==> config.mk <==
export PLATFORM = sky130hd
export DESIGN_NAME = serial_tx
export DESIGN_NICKNAME = d
export VERILOG_FILES = /design/src/rtl/serial_pkg.sv /design/src/rtl/serial_tx_baud_tick_gen.sv /design/src/rtl/serial_tx.sv
export SDC_FILE = /design/constraint.sdc
export NUM_CORES = 1
export LEC_CHECK = 0
export BUFFER_PORTS_ARGS = -buffer_cell sky130_fd_sc_hd__buf_2
export CAP_MARGIN = 20
export CORE_ASPECT_RATIO = 0.8
export CORE_MARGIN = 4
export CORE_UTILIZATION = 52
export DETAILED_ROUTE_END_ITERATION = 16
export GPL_ROUTABILITY_DRIVEN = 0
export GPL_TIMING_DRIVEN = 0
export PLACE_DENSITY = 0.77
export SLEW_MARGIN = 20
export SYNTH_ARGS = -nofsm -noshare
export SYNTH_HDL_FRONTEND = slang
export SYNTH_SLANG_ARGS = --single-unit
export TNS_END_PERCENT = 20
==> constraint.sdc <==
create_clock -name clk -period 1.85 [get_ports clk]
set_input_delay 0.185 -clock clk [delete_from_list [all_inputs] [get_ports clk]]
set_output_delay 0.185 -clock clk [all_outputs]
set_load 0.005 [all_outputs]
==> src/rtl/serial_pkg.sv <==
// Shared definitions for the bit-serial off-chip link (transmitter now, receiver later).
package serial_pkg;

  typedef enum logic [1:0] {
    IDLE,
    START,
    DATA,
    STOP
  } state_e;

  localparam int FRAME_BITS           = 10;
  localparam int DEFAULT_CLKS_PER_BIT = 4;

endpackage

==> src/rtl/serial_tx_baud_tick_gen.sv <==
// Bit-period counter: runs 0..CLKS_PER_BIT-1 and flags the last cycle of each bit.
module baud_tick_gen
  import serial_pkg::*;
#(
  parameter int CLKS_PER_BIT = DEFAULT_CLKS_PER_BIT
) (
  input  logic clk,
  input  logic rst,
  input  logic clear_i,
  output logic tick_o
);

  localparam int CW = ($clog2(CLKS_PER_BIT) < 1) ? 1 : $clog2(CLKS_PER_BIT);
  localparam logic [CW-1:0] LAST = CW'(CLKS_PER_BIT - 1);

  logic [CW-1:0] cnt_q, cnt_d;

  always_comb begin
    cnt_d = cnt_q + CW'(1);
    if (clear_i || (cnt_q == LAST)) begin
      cnt_d = '0;
    end
  end

  always_ff @(posedge clk or posedge rst) begin
    if (rst) begin
      cnt_q <= '0;
    end else begin
      cnt_q <= cnt_d;
    end
  end

  // The tick must not depend on clear_i: the STOP tick itself decides whether a reload clears us.
  assign tick_o = (cnt_q == LAST);

endmodule

==> src/rtl/serial_tx.sv <==
// 8N1 serial transmitter with a one-entry holding buffer and registered line output.
module serial_tx
  import serial_pkg::*;
#(
  parameter int CLKS_PER_BIT = DEFAULT_CLKS_PER_BIT,
  parameter int DATA_BITS    = 8
) (
  input  logic                 clk,
  input  logic                 rst,
  input  logic [DATA_BITS-1:0] data_i,
  input  logic                 valid_i,
  output logic                 ready_o,
  output logic                 tx_o,
  output logic                 busy_o
);

  localparam logic [2:0] LAST_BIT = 3'(DATA_BITS - 1);

  state_e               state_q;
  logic [DATA_BITS-1:0] buf_q;
  logic [DATA_BITS-1:0] shift_q;
  logic [2:0]           bit_q;
  logic                 full_q;
  logic                 tx_q;
  logic                 busy_q;
  logic                 tick;
  logic                 accept;
  logic                 load;
  logic                 baud_clear;

  assign accept     = valid_i && !full_q;
  assign load       = full_q && ((state_q == IDLE) || ((state_q == STOP) && tick));
  assign baud_clear = (state_q == IDLE) || load;

  baud_tick_gen #(
    .CLKS_PER_BIT(CLKS_PER_BIT)
  ) u_baud (
    .clk    (clk),
    .rst    (rst),
    .clear_i(baud_clear),
    .tick_o (tick)
  );

  // A reload empties the buffer; a same-edge handshake refills it, so the accept wins.
  always_ff @(posedge clk or posedge rst) begin
    if (rst) begin
      full_q <= 1'b0;
      buf_q  <= '0;
    end else begin
      if (load) begin
        full_q <= 1'b0;
      end
      if (accept) begin
        full_q <= 1'b1;
        buf_q  <= data_i;
      end
    end
  end

  // Line and busy are registered from the state, so both trail the state by one cycle.
  always_ff @(posedge clk or posedge rst) begin
    if (rst) begin
      state_q <= IDLE;
      shift_q <= '0;
      bit_q   <= '0;
      tx_q    <= 1'b1;
      busy_q  <= 1'b0;
    end else begin
      tx_q   <= (state_q == START) ? 1'b0 : ((state_q == DATA) ? shift_q[0] : 1'b1);
      busy_q <= (state_q != IDLE);
      if (load) begin
        state_q <= START;
        shift_q <= buf_q;
        bit_q   <= '0;
      end else begin
        case (state_q)
          START: if (tick) state_q <= DATA;
          DATA: begin
            if (tick) begin
              shift_q <= shift_q >> 1;
              bit_q   <= bit_q + 3'd1;
              if (bit_q == LAST_BIT) begin
                state_q <= STOP;
              end
            end
          end
          STOP: if (tick) state_q <= IDLE;
          default: state_q <= IDLE;
        endcase
      end
    end
  end

  assign ready_o = !full_q;
  assign tx_o    = tx_q;
  assign busy_o  = busy_q;

endmodule

# Word level (Yosys, flattened, before mapping)
# Index checks and enable logic that the tools add are counted.
# Widths: inputs -> output; s select.
[totals]
out_inout_bits = 3
register_bits = 26
input_bits = 11
elab_cells = 50
[classes]
n_reduce_logical = 14
eq_ne = 9
muxes = 17
n_addsub = 2
[ops]
columns = ["operator", "n"]
rows = [
  ["$mux 8", 3],
  ["$mux 2", 6],
  ["$mux 3", 3],
  ["$ne 3x3->1 const B", 3],
  ["$reduce_bool 2->1", 4],
  ["$eq 2x2->1 const B", 3],
  ["$pmux 2 s3", 1],
  ["$mux 1", 4],
  ["$reduce_and 4->1", 1],
  ["$add 3x1->3 const B", 1],
  ["$eq 3x3->1 const B", 1],
  ["$logic_and 1x1->1", 3],
  ["$logic_or 1x1->1", 3],
  ["$ne 3x2->1 const B", 1],
  ["$add 2x1->2 const B", 1],
  ["$eq 2x1->1 const B", 1],
  ["$logic_not 2->1", 1],
  ["$reduce_and 2->1", 1],
  ["$logic_not 1->1", 1],
]

# Longest topological paths before layout
[logic_depth]
word_depth = 7
depth_mapped = 6
ltp_nobuf = 5

# Cells and area by module
# A second synthesis with hierarchy kept.
[hier_totals]
hier_cells = 115
hier_area_um2 = 1340.0
[by_module_without_submodules]
columns = ["module", "seq_area_each_um2", "n_inst", "area_per_inst_um2", "cells_per_inst"]
rows = [
  ["serial_tx", 601.8, 1, 1251.2, 109],
  ["baud_tick_gen", 50.0, 1, 88.8, 6],
]

# Worst setup path after synthesis
# No wires, ideal clock.
[synth_path]
path_type = "reg2reg"
start = "register state_q[0]"
end = "register state_q[1]"
period_less_slack_ns = 1.658
path_slack_ns = 0.192
setup_ns = 0.128
t_arrival_ns = 1.531
n_path_buf = 0
required_ns = 1.722
path_stages_with_launch = 6
cell_sequence = "dfrtp_1 inv_1 ha_1 or3_1 a21oi_2 mux2_1"
[synth_via]
elab_chain_cells = 6
elab_cells_between_ends = 14
cone_classes = "eq/ne: 7; mux: 2; reduce/logical: 5"
[synth_rtl]
columns = ["item", "line_no", "rtl"]
rows = [
  ["start: declaration", "serial_tx.sv:19", "state_e state_q;"],
  ["start signal: assignment", "serial_tx.sv:63", "state_q <= IDLE;"],
  ["start signal: assignment", "serial_tx.sv:72", "state_q <= START;"],
  ["start signal: assignment", "serial_tx.sv:77", "START: if (tick) state_q <= DATA;"],
  ["$eq 2x2->1", "serial_tx.sv:32, serial_tx.sv:76", ""],
  ["$logic_and 1x1->1", "serial_tx.sv:32", "assign load = full_q && ((state_q == IDLE) || ((state_q == STOP) && tick));"],
  ["$logic_or 1x1->1", "serial_tx.sv:32", ""],
  ["$logic_and 1x1->1", "serial_tx.sv:32", ""],
  ["$ne 3x2->1 (no line) / $ne 3x3->1 (equally long branches)", "n/a", ""],
  ["$reduce_and 4->1 (no line)", "n/a", ""],
]
# Parallel ways exist; a longest one is shown, timed or not.
# A chain may end at the register's enable or synchronous reset.

# Worst setup path in the final report
# Ends and elaborated chain as after synthesis.

==> flow_metrics.tcl <==
set metrics [dict create \
    outcome "finished clean" \
    drt-wirelength-per-cell_microns 14.53 \
    synth-compound-area-share 0.05522 \
    synth_top_family_by_area "multiplexers" \
    fp.dieW_microns 62.73 \
    floorplan.die_area_sq_um 3248 \
    share_of_the_clock_period_used_by_the_worst_path 0.9326 \
    htree_levels 1 \
    netlist_area_sq_um 1246 \
    critical-path-top-delay-family "flip-flops" \
    area.sequential_sq_um 651.9 \
    remaining_drc_errors 0 \
    synth_simple_gate_area_frac 0.07028 \
    tritoncts "yes" \
    fraction_of_synthesized_cell_area_in_xor_and_xnor_cells 0.007028 \
    multi_input_area_sq_um 541.8 \
    hpwlAfterDp_microns 1531 \
    setup_viol_count_final 0 \
    power.static_leakage_nw 0.7233 \
    vias_in_the_first_global_route 777 \
    hold_class "input port to flop" \
    power.share.sequential 0.415 \
    synth_fa_ha_area_frac 0.08032 \
    top_post_synthesis_cells_by_area "sky130_fd_sc_hd__dfrtp_1, sky130_fd_sc_hd__mux2_4, sky130_fd_sc_hd__mux2_2" \
    start_kind "flop" \
    share_of_cells_above_drive_strength_1 0.3913 \
    timing_worst_slew_pin_value_ps 380.7 \
    maxClockFrequency_mhz 579.6 \
    synthTopCellsByCount "sky130_fd_sc_hd__dfrtp_1, sky130_fd_sc_hd__mux2_2, sky130_fd_sc_hd__ha_1, sky130_fd_sc_hd__mux2_4" \
    post-synth-top-area-cell "sky130_fd_sc_hd__dfrtp_1" \
    number_of_hold_slack_violations_in_the_final_timing_report 0 \
    muxShareOfSynthArea 0.2199 \
    timing.final.crit_period_ps 1725 \
    powerDensity_nw_per_um2 1674 \
    post-synth-top-count-cell "sky130_fd_sc_hd__dfrtp_1" \
    timing.final.max_slew_violations 0 \
    route.vias.total 763 \
    synth_sequential_area_ratio 0.5231 \
    share_clk_of_total_power 0.165 \
    globalRouteTotalUtil 0.1435 \
    dp_cells 134 \
    finish.net_count 135 \
    synth_nets 115 \
    dr.pass1.iters 4 \
    cts_buffers 3 \
    pwr-share-comb 0.420 \
    finalNonFillerCells 140 \
    antenna_found_initial 0 \
    placement_rows 15 \
    grt-ovfl-total 0 \
    yosys.cell_types.count 23 \
    routed_wirelength_microns 2034 \
    worstPathCellList "inv_1 -> ha_2 -> or3_1 -> a21oi_2 -> mux2_1" \
    die_y_microns 51.79 \
    syn2layout_area_growth_pct 14.16 \
    clkSinkCount 26 \
    internal_power_mw 1.615 \
    cts.root.buffer_cell "sky130_fd_sc_hd__clkbuf_4" \
    io_pins 14 \
    yosysWarnings 0 \
    crit_path_max_fanout 6 \
    initial_core_util 0.5627 \
    worst_skew_pair.late_latency_ps 330 \
    cp_num_buf_inv 1 \
    ys_async_sr_fraction 1.000 \
    clockBufferDepth 2 \
    clkSlewWorstSetupHoldPaths_ps 140 \
    critical_path.slowest_cell "sky130_fd_sc_hd__dfrtp_1" \
    synth_largest_type_area_fraction 0.5020 \
    port-buffer-count 13 \
    crit_arrival_ps 1950 \
    grt_start_max_net_pins 27 \
    cap_viol_max_count 0 \
    grt_setup_unrepaired "false" \
    final.setup.tns_ps 0 \
    slew_headroom 0.7453 \
    fillCellCount 180 \
    post_dr_vias_cell 5.450 \
    total_switching_power_uw 766.5 \
    ant_nets 0 \
    ir_drop_uv 767.3 \
    placeable_core_area_sq_um 2215 \
    timing.setup.critical_path_class "flop to flop" \
    syn-mean-instance-area_sq_um 12.98 \
    register_bit_total_from_synthesis 26 \
    synthCells 96 \
    finalClockSkew_ps 2.613 \
    worstPathRequired_ps 2080 \
    initialDrtViolationCount 4 \
    antennaDiodeCount 0 \
    synth_enable_flop_cells 0 \
    timing.critical_path.slowest_cell_delay_ps 410 \
    post_cts_buffers 0 \
    synth_ff_type "sky130_fd_sc_hd__dfrtp_1" \
    switching_share 0.3219 \
    timing.critical_path.to_type "flop" \
    wire_length_of_the_first_global_routing_pass_microns 3532 \
]
[through the flow]
| step | hold WS (ps) | setup slack, ps | area (sq um) | util | total power, mW |
|---|---|---|---|---|---|
| 3_5_place_dp | 426.0 | 92.12 | 1343 | 0.6062 | 2.003 |
| 6_report | 78.87 | 124.6 | 1423 | 0.6424 | 2.381 |
| 5_1_grt | 61.80 | 24.07 | 1423 | 0.6424 | 2.563 |
| 4_1_cts | 73.54 | 68.80 | 1395 | 0.6299 | 2.393 |
| 2_1_floorplan | 224.3 | 191.6 | 1246 | - | 1.771 |
| 3_3_place_gp | 417.3 | 120.4 | 1343 | 0.6062 | 1.935 |
[timing repair]
action,4_1_cts,5_1_grt
hold buffers,0,1
resized for setup,0,1
setup endpoints to repair,0,5
hold endpoints to repair,0,6
[logic make-up after synthesis]
kind of cell / count (synthesis)
fa+ha+maj: 8
compound gates: 12
flops: 26
buf+inv: 10
xor+xnor: 1
simple gates: 17
mux: 22
[state kept, by name, summed over array words and instances, names as in the netlist]
| name | cells |
|---|---|
| state_q | 2 |
| buf_q | 8 |
| u_baud.cnt_q | 2 |
| bit_q | 3 |
| tx_o | 1 |
| full_q | 1 |
| shift_q | 8 |
| busy_o | 1 |
[layout make-up]
cell class | instances | share of cell area
clock inverters | 1 | 0.02111
well taps | 25 | 0.02199
clock buffers | 3 | 0.01583
plain buffers | 4 | 0.02287
inverters | 6 | 0.01583
repair buffers | 15 | 0.06332
flip-flops and latches | 26 | 0.4582
multi-input cells | 60 | 0.3808
[power by group through the flow]
| stage | Clock [mW] | Combinational [mW] | Sequential (mW) |
|---|---|---|---|
| final | 0.393 | 1.00 | 0.988 |
| after global routing | 0.425 | 1.12 | 1.02 |
| after detailed placement | 0 | 1.00 | 1.00 |
| after CTS | 0.403 | 1.00 | 0.989 |
| after global placement | 0 | 0.952 | 0.983 |
| after floorplan | 0 | 0.815 | 0.956 |
[cells in the final DEF, fill, tap and decap left out, drive strengths merged]
cell,n
nor3,1
dfrtp,25
ha,8
mux2,19
nor3b,1
inv,6
buf,18
dlygate4sd3,1
o21ai,3
nor2b,2
mux2i,3
dfstp,1
nand2,5
or3,1
a21oi,7
xor2,1
bufinv,1
a21o,2
nand3,5
clkbuf,3
nor2,2
[per-layer routing]
metal / wire length [microns] / share of wire / vias to the layer above / GRT usage
li1: - / - / 365 / -
met1: 975 / 0.48 / 381 / 0.1752
met2: 942 / 0.46 / 13 / 0.2460
met3: 82 / 0.040 / 4 / 0.03888
met4: 33 / 0.016 / 0 / 0.05495
met5: 0 / 0 / - / 0
[final timing paths]
kind | start | depth (start not counted) | endpoint | slack, ps
min in group asynchronous | rst | 3 | buf_q[0] | 340
max in group asynchronous | rst | 4 | bit_q[1] | 1060
max | state_q[0] | 5 | state_q[1] | 120
max reg2reg | state_q[0] | 5 | state_q[1] | 120
min | data_i[1] | 2 | buf_q[1] | 80
min reg2reg | u_baud.cnt_q[0] | 1 | u_baud.cnt_q[0] | 450
(Power assumes the default switching activity.)
